<file path="src/rtl/bcd_pkg.sv">
// -----------------------------------------------------------------------------
// bcd_pkg
// Shared definitions for the binary-to-BCD shifter:
//   state_e        - converter FSM states (IDLE, SHIFT, DONE)
//   BCD_DIGIT_W    - width of one packed BCD digit
//   ADD3_THRESHOLD - digit value at or above which the shift-and-add-3 step
//                    adds 3 before the next left shift
//   pow10()        - constant helper used to check the DIGITS/WIDTH sizing
// -----------------------------------------------------------------------------
package bcd_pkg;

  typedef enum logic [1:0] {
    IDLE  = 2'd0,
    SHIFT = 2'd1,
    DONE  = 2'd2
  } state_e;

  localparam int         BCD_DIGIT_W    = 4;
  localparam logic [3:0] ADD3_THRESHOLD = 4'd5;

  // 10^n as a 64-bit value, evaluated at elaboration time.
  function automatic longint unsigned pow10(input int n);
    longint unsigned acc;
    acc = 64'd1;
    for (int i = 0; i < n; i++) begin
      acc = acc * 64'd10;
    end
    return acc;
  endfunction

endpackage

</file>
<file path="src/rtl/bcd_digit_adj.sv">
// -----------------------------------------------------------------------------
// bcd_digit_adj
// Combinational double-dabble correction cell for one BCD digit: a digit of
// 5 or more gets +3 (4-bit add, no carry out) so that the following left
// shift carries correctly into the next decimal digit.
// Ports:
//   i_digit - current BCD digit
//   o_digit - corrected digit, ready to be shifted
// -----------------------------------------------------------------------------
module bcd_digit_adj
  import bcd_pkg::*;
(
  input  logic [BCD_DIGIT_W-1:0] i_digit,
  output logic [BCD_DIGIT_W-1:0] o_digit
);

  // Add-3 correction for digits at or above the threshold.
  always_comb begin
    o_digit = i_digit;
    if (i_digit >= ADD3_THRESHOLD) begin
      o_digit = i_digit + 4'd3;
    end else begin
      o_digit = i_digit;
    end
  end

endmodule

</file>
<file path="src/rtl/bcd_shifter.sv">
// -----------------------------------------------------------------------------
// bcd_shifter
// Sequential binary-to-BCD converter (shift-and-add-3), one bit per clock.
// Accepts a sample in IDLE, shifts for WIDTH cycles in SHIFT, then presents
// the result in DONE until the consumer takes it. Samples offered while busy
// are dropped, not queued.
//
// Optional feature macro: BCD_SHIFTER_WRAP_DETECT_EN
//   When defined, out_wrap flags an accepted sample smaller than the previous
//   accepted one (modulo wrap of a monotonic producer). When undefined,
//   out_wrap is tied low and no wrap state is built.
//
// Parameters:
//   WIDTH  - binary input width
//   DIGITS - number of BCD digits; must satisfy 10^DIGITS > 2^WIDTH
// Ports:
//   clock     - rising-edge clock
//   reset     - asynchronous active-low reset
//   in_data   - binary sample
//   in_valid  - in_data valid
//   in_ready  - converter idle and able to accept (state == IDLE)
//   out_bcd   - packed BCD result, most significant digit in the top nibble
//   out_valid - result valid (state == DONE)
//   out_ready - consumer accepts the result
//   out_wrap  - producer wrap flag, qualified by out_valid
// -----------------------------------------------------------------------------
module bcd_shifter
  import bcd_pkg::*;
#(
  parameter int WIDTH  = 8,
  parameter int DIGITS = 3
) (
  input  logic                          clock,
  input  logic                          reset,
  input  logic [WIDTH-1:0]              in_data,
  input  logic                          in_valid,
  output logic                          in_ready,
  output logic [BCD_DIGIT_W*DIGITS-1:0] out_bcd,
  output logic                          out_valid,
  input  logic                          out_ready,
  output logic                          out_wrap
);

  localparam int             BCD_W    = BCD_DIGIT_W * DIGITS;
  localparam int             CNT_W    = (WIDTH > 1) ? $clog2(WIDTH) : 1;
  localparam logic [CNT_W-1:0] CNT_LOAD = CNT_W'(WIDTH - 1);

  // Too few digits would silently lose high-order bits of the result.
  if (pow10(DIGITS) <= (64'd1 << WIDTH)) begin : g_digits_too_small
    $error("bcd_shifter: DIGITS too small for WIDTH (need 10^DIGITS > 2^WIDTH)");
  end

  state_e           r_state;
  state_e           w_next_state;
  logic [WIDTH-1:0] r_bin;
  logic [BCD_W-1:0] r_bcd;
  logic [BCD_W-1:0] w_bcd_adj;
  logic [CNT_W-1:0] r_cnt;
  logic             w_accept;

  assign w_accept  = (r_state == IDLE) && in_valid;
  assign in_ready  = (r_state == IDLE);
  assign out_valid = (r_state == DONE);
  assign out_bcd   = r_bcd;

  for (genvar g = 0; g < DIGITS; g++) begin : g_adj
    bcd_digit_adj u_adj (
      .i_digit (r_bcd[g*BCD_DIGIT_W +: BCD_DIGIT_W]),
      .o_digit (w_bcd_adj[g*BCD_DIGIT_W +: BCD_DIGIT_W])
    );
  end

  // FSM state register.
  always_ff @(posedge clock or negedge reset) begin
    if (!reset) begin
      r_state <= IDLE;
    end else begin
      r_state <= w_next_state;
    end
  end

  // FSM next-state decode.
  always_comb begin
    w_next_state = r_state;
    case (r_state)
      IDLE: begin
        if (in_valid) begin
          w_next_state = SHIFT;
        end else begin
          w_next_state = IDLE;
        end
      end
      SHIFT: begin
        if (r_cnt == CNT_W'(0)) begin
          w_next_state = DONE;
        end else begin
          w_next_state = SHIFT;
        end
      end
      DONE: begin
        if (out_ready) begin
          w_next_state = IDLE;
        end else begin
          w_next_state = DONE;
        end
      end
      default: w_next_state = IDLE;
    endcase
  end

  // Datapath: load on accept, one corrected shift per SHIFT cycle, hold otherwise.
  always_ff @(posedge clock or negedge reset) begin
    if (!reset) begin
      r_bin <= '0;
      r_bcd <= '0;
      r_cnt <= '0;
    end else begin
      case (r_state)
        IDLE: begin
          if (in_valid) begin
            r_bin <= in_data;
            r_bcd <= '0;
            r_cnt <= CNT_LOAD;
          end
        end
        SHIFT: begin
          // The sizing check guarantees the bit shifted out of the top is 0.
          {r_bcd, r_bin} <= {w_bcd_adj, r_bin} << 1;
          if (r_cnt != CNT_W'(0)) begin
            r_cnt <= r_cnt - CNT_W'(1);
          end
        end
        default: begin
          r_bcd <= r_bcd;
        end
      endcase
    end
  end

`ifdef BCD_SHIFTER_WRAP_DETECT_EN
  logic [WIDTH-1:0] r_prev;
  logic             r_wrap;

  // Wrap detection: compare each accepted sample against the previous one.
  // r_prev resets to 0, so the first sample after reset can never flag.
  always_ff @(posedge clock or negedge reset) begin
    if (!reset) begin
      r_prev <= '0;
      r_wrap <= 1'b0;
    end else if (w_accept) begin
      r_wrap <= (in_data < r_prev);
      r_prev <= in_data;
    end
  end

  assign out_wrap = r_wrap & out_valid;
`else
  assign out_wrap = 1'b0;
`endif

endmodule

</file>
<file path="config.mk">
export PLATFORM = sky130hd
export DESIGN_NAME = bcd_shifter
export DESIGN_NICKNAME = d
export VERILOG_FILES = /design/src/rtl/bcd_pkg.sv /design/src/rtl/bcd_digit_adj.sv /design/src/rtl/bcd_shifter.sv
export SDC_FILE = /design/constraint.sdc
export NUM_CORES = 1
export LEC_CHECK = 0
export ABC_AREA = 0
export CAP_MARGIN = 25
export CORE_UTILIZATION = 46
export CTS_CLUSTER_DIAMETER = 50
export DETAILED_ROUTE_END_ITERATION = 10
export PLACE_DENSITY = 0.72
export SETUP_SLACK_MARGIN = 0.1
export SLEW_MARGIN = 20
export SYNTH_ARGS = -nofsm -noshare
export SYNTH_HDL_FRONTEND = slang
export SYNTH_SLANG_ARGS = --single-unit
</file>
<file path="constraint.sdc">
create_clock -name clock -period 2.6 [get_ports clock]
set_input_delay 0.26 -clock clock [delete_from_list [all_inputs] [get_ports clock]]
set_output_delay 0.26 -clock clock [all_outputs]
set_load 0.03 [all_outputs]
</file>
==> Yosys cells after proc, flatten, opt, wreduce, memory -nomap -nowiden <==
Index checks and enable logic that the tools add are counted.
{ "word_totals": {"regBits": 25, "in_bits": 12, "output_inout_bits": 15, "elab_cells": 35} }
{ "op_classes": {"addsub": 4, "order_cmp": 3, "n_eq_ne": 4, "n_mux": 14, "reduce_logical": 6} }
{ "op_table": {"columns": ["operator", "n"], "rows": [
  ["$pmux W12 S2", 1],
  ["$pmux W8 S2", 1],
  ["$ge A4 B3 Y1 const B", 3],
  ["$mux W12", 1],
  ["$mux W3", 3],
  ["$add A4 B2 Y4 const B", 2],
  ["$mux W4", 2],
  ["$mux W8", 1],
  ["$pmux W2 S3", 1],
  ["$pmux W3 S2", 1],
  ["$mux W2", 2],
  ["$ne A2 B2 Y1 const B", 2],
  ["$add A3 B2 Y3 const B", 1],
  ["$logic_not A3 Y1", 1],
  ["$reduce_and A3 Y1", 1],
  ["$reduce_bool A3 Y1", 1],
  ["$sub A3 B1 Y3 const B", 1],
  ["$eq A2 B1 Y1 const B", 1],
  ["$eq A2 B2 Y1 const B", 1],
  ["$logic_not A2 Y1", 1],
  ["$reduce_and A2 Y1", 1],
  ["$reduce_bool A2 Y1", 1],
  ["$mux W1", 1]
]} }

==> Depth between registers and ports, before layout <==
{ "logic_depth": {"word_depth": 3, "ltp_mapped": 6, "mapped_depth_nobuf": 6} }

==> Modules after synthesis <==
From an unflattened synthesis, not the netlist that was laid out.
{ "unflattened": {"hier_cells": 149, "hier_area_um2": 1458.9} }
{ "by_module_without_submodules": {"columns": ["mod", "n_inst", "cells_each", "area_each_um2", "seq_area_each_um2"], "rows": [
  ["bcd_shifter", 1, 101, 1154.9, 625.6],
  ["bcd_digit_adj", 3, 16, 101.3, 0.0]
]} }

==> Worst setup path before layout <==
No wires, ideal clock.
{ "synth_timing": {"kind": "register to register", "start": "reg r_bcd[1] (netlist: out_bcd[1])", "end": "reg r_bcd[2] (netlist: out_bcd[2])", "setup_ps": 121, "t_arrival_ps": 1455, "required_ps": 2479, "slack_ps": 1024, "stages_incl_launch_ff": 7, "n_path_buf": 0, "period_less_slack_ps": 1576, "cell_sequence": "dfrtp_1 > inv_1 > ha_1 > nand2b_1 > a21oi_1 > mux2i_1 > a22o_1"} }
{ "synth_via": {"elab_chain_cells": 3, "word_cells_on_any_way": 4, "classes_between": "add/sub: 1; order compare: 1; mux: 2"} }
{ "synth_rtl": {"columns": ["item", "line", "rtl"], "rows": [
  ["start, declared", "bcd_shifter.sv:56", "logic [BCD_W-1:0] r_bcd;"],
  ["start signal, assigned", "bcd_shifter.sv:128", "{r_bcd, r_bin} <= {w_bcd_adj, r_bin} << 1;"],
  ["start signal, assigned", "bcd_shifter.sv:134", "r_bcd <= r_bcd;"],
  ["$add A4 B2 Y4 or $ge A4 B3 Y1 (tied branches)", "bcd_digit_adj.sv:21, bcd_digit_adj.sv:20", null],
  ["$mux W4 *", "bcd_digit_adj.sv:20", "if (i_digit >= ADD3_THRESHOLD) begin"],
  ["$pmux W12 S2 *", "bcd_shifter.sv:118", "case (r_state)"]
]} }
Mark *: on every way between the ends. The rest lies on a longest branch, timed or not.
A chain may end at the register's enable or synchronous reset.

==> Worst setup path in the final report <==
{ "layout_timing": {"start": "reg r_state[1]", "end": "out out_valid"} }
{ "layout_via": {"elab_chain_cells": 1} }
{ "layout_rtl": {"columns": ["item", "line", "rtl"], "rows": [
  ["start, declared", "bcd_shifter.sv:53", "state_e r_state;"],
  ["start signal, assigned", "bcd_shifter.sv:78", "r_state <= w_next_state;"],
  ["$eq A2 B2 Y1", "bcd_shifter.sv:63", "assign out_valid = (r_state == DONE);"],
  ["end, declared", "bcd_shifter.sv:39", "output logic out_valid,"]
]} }
No other way between the ends.

==> results.rst <==
.. list-table::
   :header-rows: 1

   * - Metric
     - Value
   * - Worst min path class
     - input pin to async pin
   * - Worst Setup Start Kind
     - flip-flop
   * - First-pass GRT wire length
     - 4850 um
   * - Maximum net fanout on the critical path
     - 17
   * - Die Outline Area
     - 0.00325 sq mm
   * - Critical register-to-register path startpoint
     - r_state[0]$_DFF_PN0_
   * - TritonCTS buffer count
     - 3
   * - Violations in the final reports
     - design-rule violations
   * - #FFs+latches synth
     - 25
   * - Category of the worst setup path capture point
     - output pin
   * - Synth top area cells
     - sky130_fd_sc_hd__dfrtp_1, sky130_fd_sc_hd__ha_1, sky130_fd_sc_hd__a22oi_1
   * - Routed vias
     - about 1100
   * - Crit path required time
     - between 2 and 2.5 ns
   * - Layout cell share with drive strength beyond 1
     - approximately 5.0%
   * - Maximum number of pins on one net before global-route repair
     - 26
   * - Most numerous cell types in the synthesized netlist
     - sky130_fd_sc_hd__dfrtp_1, sky130_fd_sc_hd__a21oi_1
   * - Cell type group with the largest total delay on the critical path
     - flip-flops
   * - Worst-path clk slew
     - 0.13 ns
   * - Synthesis warning total
     - 0
   * - Post-route DRC violation count
     - 7
   * - Netlist area before placement
     - 0.00139 sq mm
   * - Hold Violations, Final
     - 0
   * - Wire per inst
     - around 14 um
   * - Total of cells resized after clock tree synthesis
     - 0
   * - Final period demand of the worst path
     - approximately 2.2 ns
   * - Most common cell in the netlist
     - sky130_fd_sc_hd__dfrtp_1
   * - Maximum level of the CTS H-tree
     - 1
   * - Top FF cell, synth
     - sky130_fd_sc_hd__dfrtp_1
   * - Clock tree root driver cell
     - sky130_fd_sc_hd__clkbuf_4
   * - Width of the chip
     - about 57 um
   * - Cell with the largest stage delay on the worst path
     - sky130_fd_sc_hd__dfrtp_1
   * - Number of clock sinks seen by CTS
     - 25
   * - Wirelength, routed
     - roughly 2600 um
   * - Arrival time of the worst setup path
     - approximately 1.9 ns
   * - Buffers added on ports
     - 25
   * - Post-synth top area cell
     - sky130_fd_sc_hd__dfrtp_1
   * - Number of buffer and inverter instances along the worst setup path
     - 1
   * - Critical Path, Cell by Cell
     - and2b_1 -> clkdlybuf4s50_1
   * - CTS tree
     - done
   * - Final worst path period share
     - a little over four fifths
   * - Overflow after GRT
     - 0
   * - Hold buffer count at CTS
     - 0
   * - Clk buf depth
     - 2
   * - Final Setup Violations
     - 0
   * - Nets@finish
     - about 180
   * - Number of post-CTS setup repair buffers
     - 0
   * - Beginning of the critical path
     - r_state[1]$_DFF_PN0_
   * - Placer's final routability congestion estimate
     - between 0.7 and 0.8
   * - Core area
     - 0.00281 sq mm
   * - Synth async-reset ratio
     - 100%
   * - Global-route usage over all layers
     - between 10% and 20%
   * - Final max-slew violation count
     - 0
   * - Number of flops mapped to enable cells by yosys
     - 0
   * - Number of nets in the synthesized netlist
     - ~160
   * - Via count of the first global-routing pass
     - ~1100
   * - Clock latency on the worst-skew pair
     - around 0.31 ns
   * - Leakage
     - around 0.76 nW
   * - Highest metal layer used by the detailed router
     - met4
   * - Die H
     - around 57 um
   * - Result of the run
     - finished with violations
   * - Number of iterations in the first detailed-routing pass
     - 7
   * - Area share of the largest cell type after synthesis
     - 44.9%
   * - Area overhead of the layout relative to synthesis
     - 20.3%
   * - Ports
     - 27
   * - Max-Cap Viols
     - 0
   * - Number of cells produced by synthesis
     - 138
   * - DP Wirelength
     - 1930 um
   * - Initial DRC count
     - 42
   * - Starting Density
     - 49.7%
   * - Final instance count without filler cells
     - 191
   * - Vias per Instance
     - about 5.6
   * - Antenna Violating Nets Remaining
     - 0
   * - Antenna diode instance count
     - 0
   * - Total power divided by cell area
     - 1250 mW/mm^2
   * - DRT met1 WL
     - approximately 1300 um
   * - Fin Clk Skew
     - 0.00390 ns
   * - WL met2
     - around 1300 um
   * - Max Clock Freq
     - roughly 460 MHz
   * - Total placed cells including tap cells
     - 187
   * - Worst slew margin
     - 61.1%
   * - Site Rows
     - 19
   * - Setup tns final
     - 0 ns
   * - Tightest Pin Transition
     - around 0.58 ns
   * - Sequential share of the synthesized area
     - approximately 45%
   * - Unrepaired setup endpoints after global routing
     - false
   * - Critical Path Max Stage Delay
     - 0.72 ns
   * - Kind of critical path
     - flip-flop to output pin
   * - Routed wire length on met3
     - around 82 um
   * - Synth unique cells
     - 31
   * - Worst-case vdd ir drop
     - 0.413 mV
   * - Average instance area after synthesis
     - approximately 10 sq um
   * - Antenna violations before repair
     - 0
## final cells by class
class | instances | area (sq um)
clock buffer | 4 | 26.3
fill | 258 | 1130
inverter | 9 | 33.8
multi-input combinational | 95 | 687
sequential | 25 | 626
tap | 31 | 38.8
timing repair buffer | 27 | 265
## cells by family after synthesis
group	synth area share, %
AOI/OAI and AO/OA	24.1
and+or+nand+nor	12.3
DFF	44.9
buffers and inverters	5.83
adders and majority gates	7.18
xor gates and xnor gates	2.51
muxes	2.96
other	0.269
## placed cells by master, fill, tap and decap left out, types with 2 or more instances in the layout
master and count:
sky130_fd_sc_hd__a21oi_1 12, sky130_fd_sc_hd__a22o_1 5, sky130_fd_sc_hd__a22oi_1 9, sky130_fd_sc_hd__a32o_1 3, sky130_fd_sc_hd__and2b_1 9, sky130_fd_sc_hd__buf_4 2, sky130_fd_sc_hd__clkbuf_4 3, sky130_fd_sc_hd__clkdlybuf4s50_1 25
sky130_fd_sc_hd__dfrtp_1 25, sky130_fd_sc_hd__ha_1 8, sky130_fd_sc_hd__inv_1 9, sky130_fd_sc_hd__mux2i_1 3, sky130_fd_sc_hd__nand2_1 2, sky130_fd_sc_hd__nand2b_1 5, sky130_fd_sc_hd__nor2_1 4, sky130_fd_sc_hd__nor2b_1 3
sky130_fd_sc_hd__o21ai_0 3, sky130_fd_sc_hd__o21ai_1 9, sky130_fd_sc_hd__o22ai_1 4, sky130_fd_sc_hd__o31ai_1 3, sky130_fd_sc_hd__xnor2_1 3
## per-layer routing
metal / global-route usage, % / vias to the layer above
met1: 24.4 / 508
met3: 2.04 / 4
met4: 4.88 / 0
met5: 0 / -
met2: 32.9 / 22
li1: - / 538
## through the flow
step | util, % | cell area, sq um | total power, mW | hold WS [ns] | worst slack [ns]
after floorplan | - | 1390 | 1.59 | -0.0356 | 1.02
after global placement | 58.8 | 1650 | 1.89 | 0.501 | 0.796
after detailed placement | 58.8 | 1650 | 1.93 | 0.513 | 0.764
after CTS | 59.8 | 1680 | 2.11 | 0.297 | 0.408
after global routing | 59.8 | 1680 | 2.27 | 0.324 | 0.292
final | 59.8 | 1680 | 2.09 | 0.294 | 0.403
## path summary, 6_finish.rpt
| path | endpoint | slack, ns | cells past startpoint |
|---|---|---|---|
| min reg2reg | out_bcd[11]$_DFFE_PN0P_ | 0.54 | 1 |
| max reg2reg | r_bin[5]$_DFFE_PN0P_ | 1.01 | 4 |
| max in group asynchronous | out_bcd[2]$_DFFE_PN0P_ | 2.07 | 2 |
| max | out_valid | 0.40 | 2 |
| min | out_bcd[5]$_DFFE_PN0P_ | 0.29 | 2 |
| min in group clock | out_bcd[11]$_DFFE_PN0P_ | 0.54 | 1 |
## sequential cells by signal (all words and copies together) (netlist names)
signal,flops
r_state,2
r_bin,8
out_bcd,12
r_cnt,3
## report_power, final
group	internal (mW)	switching (mW)	leakage, nW
clock network	0.0599	0.113	0.0150
logic	0.550	0.643	0.428
registers	0.554	0.175	0.317
(Power assumes the default switching activity.)
